## config.mk

```make
export PLATFORM = sky130hd
export DESIGN_NAME = fpu_writeback_stage
export DESIGN_NICKNAME = d
export VERILOG_FILES = /design/src/rtl/fpu_writeback_stage.sv
export SDC_FILE = /design/constraint.sdc
export NUM_CORES = 1
export LEC_CHECK = 0
export ABC_AREA = 1
export BUFFER_PORTS_ARGS = -buffer_cell sky130_fd_sc_hd__buf_2
export CORE_ASPECT_RATIO = 1.5
export CORE_MARGIN = 10
export CORE_UTILIZATION = 54
export CTS_CLUSTER_SIZE = 24
export DETAILED_ROUTE_END_ITERATION = 16
export GPL_ROUTABILITY_DRIVEN = 0
export PLACE_DENSITY_LB_ADDON = 0.25
export SYNTH_ARGS = -nofsm -noshare
export SYNTH_HDL_FRONTEND = slang
export SYNTH_SLANG_ARGS = --single-unit
```

## constraint.sdc

```tcl
create_clock -name clk -period 1.95 [get_ports clk]
set_input_delay 0 -clock clk [delete_from_list [all_inputs] [get_ports clk]]
set_output_delay 0 -clock clk [all_outputs]
set_load 0.01 [all_outputs]
```

## src/rtl/fpu_writeback_stage.sv

```systemverilog
`default_nettype none
// ============================================================================
//  Module      : fpu_writeback_stage
//  Description : FPU result writeback stage. Add/sub results are queued for
//                the FP register file, compares update the FCC flag, and
//                overflow-to-infinity results raise a sticky status flag.
//  Revision    : 1.0 - initial release
// ============================================================================
module fpu_writeback_stage #(
    parameter int DEPTH  = 2,
    parameter int ADDR_W = 5
) (
    input  logic              clk,
    input  logic              rst_n,
    input  logic              in_valid,
    output logic              in_ready,
    input  logic [31:0]       in_result,
    input  logic [3:0]        in_aluop,
    input  logic [ADDR_W-1:0] in_fd,
    output logic              wb_valid,
    input  logic              wb_ready,
    output logic [31:0]       wb_data,
    output logic [ADDR_W-1:0] wb_addr,
    output logic              fcc,
    output logic              ovf_sticky,
    input  logic              flag_clr
);

    localparam int C_PTR_W = $clog2(DEPTH);
    localparam int C_CNT_W = C_PTR_W + 1;
    localparam int C_ENT_W = ADDR_W + 32;

    localparam logic [C_CNT_W-1:0] C_CNT_FULL  = C_CNT_W'(DEPTH);
    localparam logic [C_CNT_W-1:0] C_CNT_EMPTY = '0;
    localparam logic [C_CNT_W-1:0] C_CNT_ONE   = C_CNT_W'(1);
    localparam logic [C_PTR_W-1:0] C_PTR_ONE   = C_PTR_W'(1);

    localparam logic [3:0] C_OP_ADD    = 4'd2;
    localparam logic [3:0] C_OP_SUB    = 4'd4;
    localparam logic [3:0] C_OP_C_EQ   = 4'd8;
    localparam logic [3:0] C_OP_C_LT   = 4'd9;
    localparam logic [3:0] C_OP_C_GT   = 4'd10;
    localparam logic [3:0] C_OP_C_GE   = 4'd11;
    localparam logic [3:0] C_OP_C_LE   = 4'd13;

    logic [C_CNT_W-1:0] count_q,  count_d;
    logic [C_PTR_W-1:0] wr_ptr_q, wr_ptr_d;
    logic [C_PTR_W-1:0] rd_ptr_q, rd_ptr_d;
    logic               fcc_q,    fcc_d;
    logic               ovf_q,    ovf_d;

    logic               w_accept;
    logic               w_is_arith;
    logic               w_is_cmp;
    logic               w_push;
    logic               w_pop;
    logic               w_is_inf;
    logic [C_ENT_W-1:0] w_entries [DEPTH];
    logic [C_ENT_W-1:0] w_head;

    // Handshake flags come only from registered occupancy, never from inputs.
    assign in_ready = (count_q != C_CNT_FULL);
    assign wb_valid = (count_q != C_CNT_EMPTY);

    assign w_accept = in_valid & in_ready;
    assign w_push   = w_accept & w_is_arith;
    assign w_pop    = wb_valid & wb_ready;
    assign w_is_inf = (in_result[30:23] == 8'hFF) && (in_result[22:0] == 23'd0);

    always_comb begin
        w_is_arith = 1'b0;
        w_is_cmp   = 1'b0;
        case (in_aluop)
            C_OP_ADD, C_OP_SUB: w_is_arith = 1'b1;
            C_OP_C_EQ, C_OP_C_LT, C_OP_C_GT, C_OP_C_GE, C_OP_C_LE: w_is_cmp = 1'b1;
            default: ;
        endcase
    end

    always_comb begin
        count_d  = count_q;
        wr_ptr_d = wr_ptr_q;
        rd_ptr_d = rd_ptr_q;
        case ({w_push, w_pop})
            2'b10:   count_d = count_q + C_CNT_ONE;
            2'b01:   count_d = count_q - C_CNT_ONE;
            default: count_d = count_q;
        endcase
        // Power-of-two depth lets the pointers wrap by natural overflow.
        if (w_push) wr_ptr_d = wr_ptr_q + C_PTR_ONE;
        if (w_pop)  rd_ptr_d = rd_ptr_q + C_PTR_ONE;
    end

    always_comb begin
        fcc_d = fcc_q;
        if (w_accept && w_is_cmp) fcc_d = in_result[0];
    end

    // A new overflow takes priority over a same-cycle clear.
    always_comb begin
        ovf_d = ovf_q;
        if (flag_clr)           ovf_d = 1'b0;
        if (w_push && w_is_inf) ovf_d = 1'b1;
    end

    always_ff @(posedge clk or negedge rst_n) begin
        if (!rst_n) begin
            count_q  <= '0;
            wr_ptr_q <= '0;
            rd_ptr_q <= '0;
            fcc_q    <= 1'b0;
            ovf_q    <= 1'b0;
        end else begin
            count_q  <= count_d;
            wr_ptr_q <= wr_ptr_d;
            rd_ptr_q <= rd_ptr_d;
            fcc_q    <= fcc_d;
            ovf_q    <= ovf_d;
        end
    end

    for (genvar i = 0; i < DEPTH; i++) begin : g_entry
        logic [C_ENT_W-1:0] entry_q;
        logic [C_ENT_W-1:0] entry_d;

        always_comb begin
            entry_d = entry_q;
            if (w_push && (wr_ptr_q == C_PTR_W'(i))) entry_d = {in_fd, in_result};
        end

        // Entries are cleared so the head reads zero straight out of reset.
        always_ff @(posedge clk or negedge rst_n) begin
            if (!rst_n) entry_q <= '0;
            else        entry_q <= entry_d;
        end

        assign w_entries[i] = entry_q;
    end

    assign w_head     = w_entries[rd_ptr_q];
    assign wb_addr    = w_head[C_ENT_W-1:32];
    assign wb_data    = w_head[31:0];
    assign fcc        = fcc_q;
    assign ovf_sticky = ovf_q;

endmodule
`default_nettype wire

```

==> impl_metrics.toml, run 1 <==
[final_layout]
final_cells = 688
diodes = 0
fill_cells = 556
finalCoreUtilization_pct = 71.1
nNetsFinal = 652
final_cell_mix = "248 x nand2_1, 85 x buf_2, 80 x dfrtp_1, 43 x dlygate4sd3_1, 36 x nand3_1"
drive_gt1_share_pct = 19.5
syn_to_final_growth_pct = 30.0
multi_input_area_um2 = 1460
final_common_cell = "nand2_1"
seq_area_um2 = 2000

[min_path]
hold_class = "in -> reg"
min_to = "wr_ptr_q"
hp-start = "in_aluop[0]"
hold_path_depth = 6

[route]
postRouteAntennaNets = 0
viasPerCell = 5.03
drt_wl_total_um = 9620
drt-pass1-iter-count = 4
drt_iter0_drc = 300
num_vias = 3462
wl_per_cell_um = 14.0
route.detailed.drc = 0

[clocking]
cts.path.max_buffers = 2
clock_sinks = 80
cts_root_buf = "clkbuf_8"
h-tree-depth = 3
path_clk_slew_ps = 80
clk_latency_ps = 360
cts-buffers-inserted = 9
cts.repair.resized = 0
cts_tree = "done"

[synthesis]
syn-num-nets = 531
synth_async_sr_flop_share_pct = 100
syn-mean-instance-area_um2 = 7.69
synth_enable_flop_cells = 0
seq_area_frac_synth_pct = 53.8
synth_ff_type = "dfrtp_1"
synth_area_um2 = 3720
yosys.cell_types.count = 23
synth_seq_cells = 80
synthesis.instances = 484
synth_warnings = 0

[pwr]
ir_drop_mv = 0.906
p_sw_share_pct = 39.2
switching_power_w = 0.00268
p_leak_nw = 2.73
combPwrFrac_pct = 40.9
seqPwrFrac_pct = 40.7
p_per_area_nw_per_um2 = 1410
p_clk_share_pct = 18.4
internal_power_w = 0.00415

[timing]
fmax_mhz = 601
tightest_slew_ps = 612
rsz0062_at_grt = "false"
relSlewSlack_pct = 59.2
setup_viol = 0
tns_ps = 0
hold_viol_final = 0
fin_crit_sh_pct = 85.4
min_period_ps = 1660
slew_viol_final = 0
skew_ps = 5.49

[critical_path]
r2r_cells = 9
cp_common_cell = "nand2_2"
worst_r2r_startpoint = "count_q[0]"
rr_endpoint = "count_q[1]"
cp.buffers_inverters = 2
crit_arrival_ps = 1900
cp.required_ps = 2180
crit_fanout = 4
critPathCaptureType = "flop"
slowest_delay_ps = 410
setup.worst_path.start_class = "flop"
cp_cell_sequence = "inv_2 -> nand2_2 -> nand2_2 -> nor2_4 -> inv_1 -> ha_1 -> a21oi_1 -> o21ai_0 -> xor2_1"
reg2reg_slack_ps = 290
criticalPathCategory = "reg -> reg"
slowest_stage = "dfrtp_1"
critPathTopFamily = "flip-flops"

[die]
io_pins = 87
die_x_um = 87.8
rows = 37
die-area_um2 = 10700
die_y_um = 122
core_um2 = 6810
initial_core_util_pct = 54.7

[run]
drv_cap = 0

[placement]
port_buffers = 86
place_hpwl_um = 6070
dp_cells = 629

[global_routing]
grt_pass1_vias = 3427
grt_max_degree = 54
gr-total-overflow = 0
track_usage_pct = 18.8
antenna_found_initial = 0
grt_pass1_wl_um = 16200

[run_status]
status = "complete, no violations"
-- registers in the layout, indices dropped and copies added (netlist names) --
name,flops
wr_ptr_q,1
rd_ptr_q,1
ovf_sticky,1
count_q,2
g_entry.entry_q,74
fcc,1
-- kinds of logic (layout without fill, tap and decap cells) --
kind of cell	count (synthesis)	count (layout)	share of synthesized area (%)
simple gates	301	301	32.1
fa+ha+maj	1	1	0.336
flops	80	80	53.8
compound gates	43	43	6.09
xor+xnor	3	3	0.706
buf+inv	56	182	6.99
-- through the flow --
step           power [W]  hold WS [ps]  instance area, um^2  setup WS [ps]
2_1_floorplan    0.00444          -296                 3720            303
5_1_grt          0.00740           182                 4840           78.5
3_5_place_dp     0.00556          58.6                 4200            325
6_report         0.00683           153                 4840            286
3_3_place_gp     0.00547          51.6                 4200            360
4_1_cts          0.00690           152                 4840            288
-- repair_timing --
action,in CTS,in global routing
hold endpoints to repair,122,0
setup buffers,0,0
hold buffers,43,0
-- synthesized netlist by cell type, types with 2 or more instances --
master,instances,area share (%)
dfrtp_1,80,54
inv_1,27,2.7
xor2_1,2,0.47
o21ai_0,27,3.6
buf_1,2,0.20
nand2_1,249,25
nand2_2,3,0.50
o21ai_2,3,0.71
buf_6,5,1.5
buf_2,7,0.94
nand3_1,36,4.8
clkbuf_1,12,1.2
nor2_1,10,1.0
o21ai_1,12,1.6
-- worst min-delay path: stages --
cell and delay [ps]:
buf_2 90, nor2_1 40, nand3_1 120, nor2_4 60
nand2_2 110, nand2_1 70
-- routing by layer --
layer	track usage (%)	vias up	wire (um)
met5	0	-	0
met4	6.40	0	156
met3	5.61	12	659
met2	31.0	118	4870
met1	22.7	1593	3930
li1	-	1739	-
-- final cells by class --
| type | count | share of cell area, % |
|---|---|---|
| multi-input combinational | 348 | 30.2 |
| tap | 78 | 2.02 |
| timing repair buffer | 137 | 19.9 |
| clock buffer | 11 | 3.13 |
| inverter | 29 | 2.25 |
| sequential | 80 | 41.4 |
| clock inverter | 5 | 1.14 |
-- worst max-delay path by stage --
stage                          start    endpoint  slack (ps)  cells past startpoint
final                     count_q[0]  count_q[1]         290                      9
after floorplan           count_q[0]  count_q[1]         300                     10
after global routing      count_q[0]  count_q[1]          80                      9
after CTS                 count_q[0]  count_q[1]         290                      9
after global placement    count_q[0]  count_q[1]         360                      9
after detailed placement  count_q[0]  count_q[1]         330                      9
-- power by group through the flow --
stage	clock, W	combinational [W]	sequential, W
floorplan	0	0.00172	0.00272
global placement	0	0.00269	0.00278
detailed placement	0	0.00275	0.00281
CTS	0.00127	0.00285	0.00278
global route	0.00134	0.00318	0.00288
finish	0.00126	0.00279	0.00278
Power figures use the tool's default switching activity.
==> run 2: changes to the inputs <==
==> constraint.sdc (replaced) <==
create_clock -name clk -period 1.77 [get_ports clk]
set_input_delay 0 -clock clk [delete_from_list [all_inputs] [get_ports clk]]
set_output_delay 0 -clock clk [all_outputs]
set_load 0.01 [all_outputs]
==> impl_metrics.toml, run 2 (same netlist as run 1, synthesis figures left out) <==
[die]
die_y_um = 122
io_pins = 87
initial_core_util_pct = 54.7
rows = 37
die-area_um2 = 10700
core_um2 = 6810
die_x_um = 87.8

[critical_path]
cp_cell_sequence = "dlygate4sd3_1 -> buf_2 -> nor2_1 -> nand3_1 -> nor2_4 -> inv_1 -> ha_1 -> a21oi_1 -> o21ai_0 -> xor2_1"
crit_fanout = 4
reg2reg_slack_ps = 170
slowest_stage = "dlygate4sd3_1"
cp.required_ps = 1990
slowest_delay_ps = 550
crit_start = "in_aluop[3]"
worst_r2r_startpoint = "count_q[0]"
r2r_cells = 9
setup.worst_path.start_class = "input port"
critPathCaptureType = "flop"
crit_arrival_ps = 1820
criticalPathCategory = "in -> reg"

[clocking]
cts-buffers-inserted = 9
clock_sinks = 80
path_clk_slew_ps = 70
cts.repair.resized = 0
cts_root_buf = "clkbuf_8"
h-tree-depth = 3
cts_tree = "done"
cts.path.max_buffers = 2
clk_latency_ps = 350

[route]
postRouteAntennaNets = 0
route.detailed.drc = 0
drt_iter0_drc = 182
viasPerCell = 4.95
drt-pass1-iter-count = 4
num_vias = 3423
wl_per_cell_um = 14.0
drt_wl_total_um = 9700

[global_routing]
grtUsageMet3_pct = 5.41
met1_usage_pct = 22.9
grt_pass1_vias = 3425
met2_usage_pct = 31.9
busiest_layer = "met2"
track_usage_pct = 19.1
grt_max_degree = 54
grt_pass1_wl_um = 16500
antenna_found_initial = 0
gr-total-overflow = 0

[placement]
place_hpwl_um = 6280
postPlaceCellArea_um2 = 4210
dp_cells = 632
port_buffers = 86

[timing]
tightest_slew_ps = 614
setup_viol = 0
min_period_ps = 1600
rsz0062_at_grt = "false"
skew_ps = 6.71
fin_crit_sh_pct = 90.5
slew_viol_final = 0
relSlewSlack_pct = 59.1
fmax_mhz = 624
tns_ps = 0
hold_viol_final = 0

[final_layout]
diodes = 0
regMostFlops = "g_entry.entry_q"
final_area_um2 = 4830
reg.largest.list = "g_entry.entry_q: 74 flops, count_q: 2 flops"
final_common_cell = "nand2_1"
drive_gt1_share_pct = 19.7
finalCoreUtilization_pct = 71.0
final_cells = 691
multi_input_area_um2 = 1460
syn_to_final_growth_pct = 29.9
largest_reg_flops = 74
fill_cells = 570
nNetsFinal = 656
seq_area_um2 = 2000
final_cell_mix = "248 x nand2_1, 85 x buf_2, 80 x dfrtp_1, 43 x dlygate4sd3_1, 36 x nand3_1"

[run]
drv_cap = 0

[min_path]
hp-start = "in_aluop[0]"
hold_path_depth = 7
hold_class = "in -> reg"

[pwr]
p_leak_nw = 2.74
ir_drop_mv = 0.866
p_per_area_nw_per_um2 = 1540

[run_status]
status = "complete, no violations"
## run 2: cell types whose count changed in the layout (fill, tap and decap cells not counted), sizes merged
cell      previous run  this run
clkinvlp             2         0
clkinv               3         4
buf                 94        98
## run 2: worst paths after layout
kind                                           to
max                                    count_q[1]
min                                      wr_ptr_q
max reg2reg                            count_q[1]
min reg2reg                g_entry[0].entry_q[35]
max in group asynchronous  g_entry[1].entry_q[24]
min in group asynchronous   g_entry[0].entry_q[3]
## run 2: layout make-up
class,count,area share (%)
clock buffer,11,2.92
multi-input combinational,348,30.2
sequential,80,41.4
timing repair buffer,141,20.2
clock inverter,4,0.932
inverter,29,2.25
tap,78,2.02
## run 2: worst max-delay path: cells and delay by family
family          cells  cell delay (ps)
buf+inv             3              760
simple gates        3              360
fa+ha+maj           1              320
compound gates      2              230
xor+xnor            1              150
## run 2: power breakdown
part / switching, W / internal (W)
Clock: 0.000614 / 0.000676
Sequential: 0.000426 / 0.00264
Combinational: 0.00188 / 0.00122
## run 2: per-stage QoR
stage / hold slack, ps / power, W / worst slack, ps
after floorplan: -296 / 0.00489 / 123
after detailed placement: 52.7 / 0.00613 / 128
final: 171 / 0.00745 / 168
after global routing: 214 / 0.00808 / 11.1
after global placement: 47.3 / 0.00602 / 188
after CTS: 162 / 0.00752 / 112
## run 2: what timing repair did
| action | 4_1_cts | 5_1_grt |
|---|---|---|
| hold endpoints to repair | 121 | 0 |
| hold buffers | 43 | 0 |
| endpoints found under the setup margin | 0 | 1 |
| buffers inserted | 0 | 1 |
## run 2: routing by layer
metal | part of all wire (%) | vias to the layer above | wire length, um
li1 | - | 1742 | -
met1 | 41 | 1599 | 3950
met2 | 52 | 72 | 5040
met3 | 6.2 | 10 | 606
met4 | 1.1 | 0 | 109
met5 | 0 | - | 0
==> run 3: changes to the inputs <==
--- a/config.mk
+++ b/config.mk
@@ -6,12 +6,12 @@
 export NUM_CORES = 1
 export LEC_CHECK = 0
 export ABC_AREA = 1
-export BUFFER_PORTS_ARGS = -buffer_cell sky130_fd_sc_hd__buf_2
 export CORE_ASPECT_RATIO = 1.5
 export CORE_MARGIN = 10
-export CORE_UTILIZATION = 54
+export CORE_UTILIZATION = 55
 export CTS_CLUSTER_SIZE = 24
 export DETAILED_ROUTE_END_ITERATION = 16
+export DONT_BUFFER_PORTS = 1
 export GPL_ROUTABILITY_DRIVEN = 0
 export PLACE_DENSITY_LB_ADDON = 0.25
 export SYNTH_ARGS = -nofsm -noshare
==> impl_metrics.toml, run 3 (same netlist as run 1, synthesis figures left out) <==
[critical_path]
setup.worst_path.start_class = "flop"
cp.required_ps = 1990
criticalPathCategory = "reg -> reg"
critPathCaptureType = "flop"
critPathTopFamily = "buffers and inverters"
r2r_cells = 9
cp_common_cell = "nand2_2"
crit_arrival_ps = 1840
cp_cell_sequence = "inv_2 -> nand2_2 -> nand2_2 -> nor2_4 -> buf_4 -> nand2_2 -> buf_4 -> nand2_1 -> o21ai_0"
slowest_stage = "dfrtp_1"
slowest_delay_ps = 410
worst_r2r_startpoint = "count_q[0]"
crit_start = "count_q[0]"
endpoint = "g_entry[0].entry_q[6]"
cp.buffers_inverters = 3
crit_fanout = 30
rr_endpoint = "g_entry[0].entry_q[6]"
reg2reg_slack_ps = 140
critical_path_depth = 9

[timing]
rsz0062_at_grt = "false"
hold_viol_final = 80
fin_crit_sh_pct = 91.8
tns_ps = 0
setup_viol = 0
min_period_ps = 1630
slew_viol_final = 0
fmax_mhz = 615
tightest_slew_ps = 436
hold_ws_ps = -655
skew_ps = 8.87
relSlewSlack_pct = 70.9

[route]
drt-pass1-iter-count = 4
route.detailed.drc = 0
viasPerCell = 5.20
wl_per_cell_um = 15.3
drt_wl_total_um = 9200
num_vias = 3130
drt_iter0_drc = 181
postRouteAntennaNets = 0

[final_layout]
final_cell_mix = "248 x nand2_1, 80 x dfrtp_1, 42 x dlygate4sd3_1, 36 x nand3_1"
largest_reg_flops = 74
drive_gt1_share_pct = 7.03
syn_to_final_growth_pct = 19.0
reg.largest.list = "g_entry.entry_q: 74 flops, count_q: 2 flops"
regMostFlops = "g_entry.entry_q"
final_common_cell = "nand2_1"
final_area_um2 = 4430
finalCoreUtilization_pct = 67.8
nNetsFinal = 568
diodes = 0

[clocking]
clk_latency_ps = 350
clock_sinks = 80
cts.path.max_buffers = 2
cts_root_buf = "clkbuf_8"
hold_buffers = 42
cts-buffers-inserted = 9
h-tree-depth = 3
path_clk_slew_ps = 80
cts_tree = "done"

[run]
drv_cap = 0

[die]
die_y_um = 121
io_pins = 87
die_x_um = 87.2
initial_core_util_pct = 57.0
core_um2 = 6530
die-area_um2 = 10500
rows = 36

[run_status]
status = "finished, violations left"
failed_checks = "negative hold slack"

[pwr]
internal_power_w = 0.00418
seqPwrFrac_pct = 44.4
p_sw_share_pct = 39.9
combPwrFrac_pct = 35.9
switching_power_w = 0.00278
p_leak_nw = 2.37
ir_drop_mv = 0.914
p_per_area_nw_per_um2 = 1570
p_clk_share_pct = 19.7

[placement]
port_buffers = 0
place_hpwl_um = 6000
postPlaceCellArea_um2 = 3790

[global_routing]
grt_pass1_wl_um = 15300
gr-total-overflow = 0
grt_pass1_vias = 3057
grt_max_degree = 81
antenna_found_initial = 0
track_usage_pct = 18.2

[min_path]
hold_class = "in -> async"
run 3: stage by stage:
step                instances  setup slack, ps  total power, W
floorplan                 484              123         0.00489
global placement          544              142         0.00545
detailed placement        544             93.0         0.00557
CTS                       602             76.1         0.00706
global route              602             4.03         0.00756
finish                    602              145         0.00697
run 3: final cells by class:
class	instances	area (um^2)
clock buffer	11	151
clock inverter	5	55.1
tap	76	95.1
fill	531	2100
multi-input combinational	348	1470
sequential	80	2000
inverter	29	109
timing repair buffer	53	541
run 3: layer usage:
metal / track usage (%) / vias to the layer above / share of wire, %
met4: 8.40 / 0 / 1.2
met5: 0 / - / 0
met2: 29.7 / 88 / 52
met3: 4.70 / 8 / 6.8
met1: 21.7 / 1462 / 40
li1: - / 1572 / -
run 3: how the worst min path moves through the flow:
stage	endpoint	cells after the start	startpoint
finish	g_entry[0].entry_q[5]	0	rst_n
global route	g_entry[0].entry_q[22]	0	rst_n
CTS	g_entry[1].entry_q[9]	0	rst_n
detailed placement	g_entry[1].entry_q[5]	0	rst_n
global placement	g_entry[1].entry_q[5]	0	rst_n
floorplan	count_q[0]	0	rst_n
run 3: timing repair:
action	4_1_cts	5_1_grt
setup buffers	0	0
hold endpoints to repair	158	80
endpoints found under the setup margin	0	1
resized for setup	0	1
run 3: power by group through the flow:
stage	clock [W]	combinational (W)	sequential (W)
final	0.00137	0.00250	0.00309
after detailed placement	0	0.00245	0.00312
after CTS	0.00141	0.00256	0.00309
after global placement	0	0.00236	0.00309
after global routing	0.00147	0.00288	0.00320
after floorplan	0	0.00190	0.00300
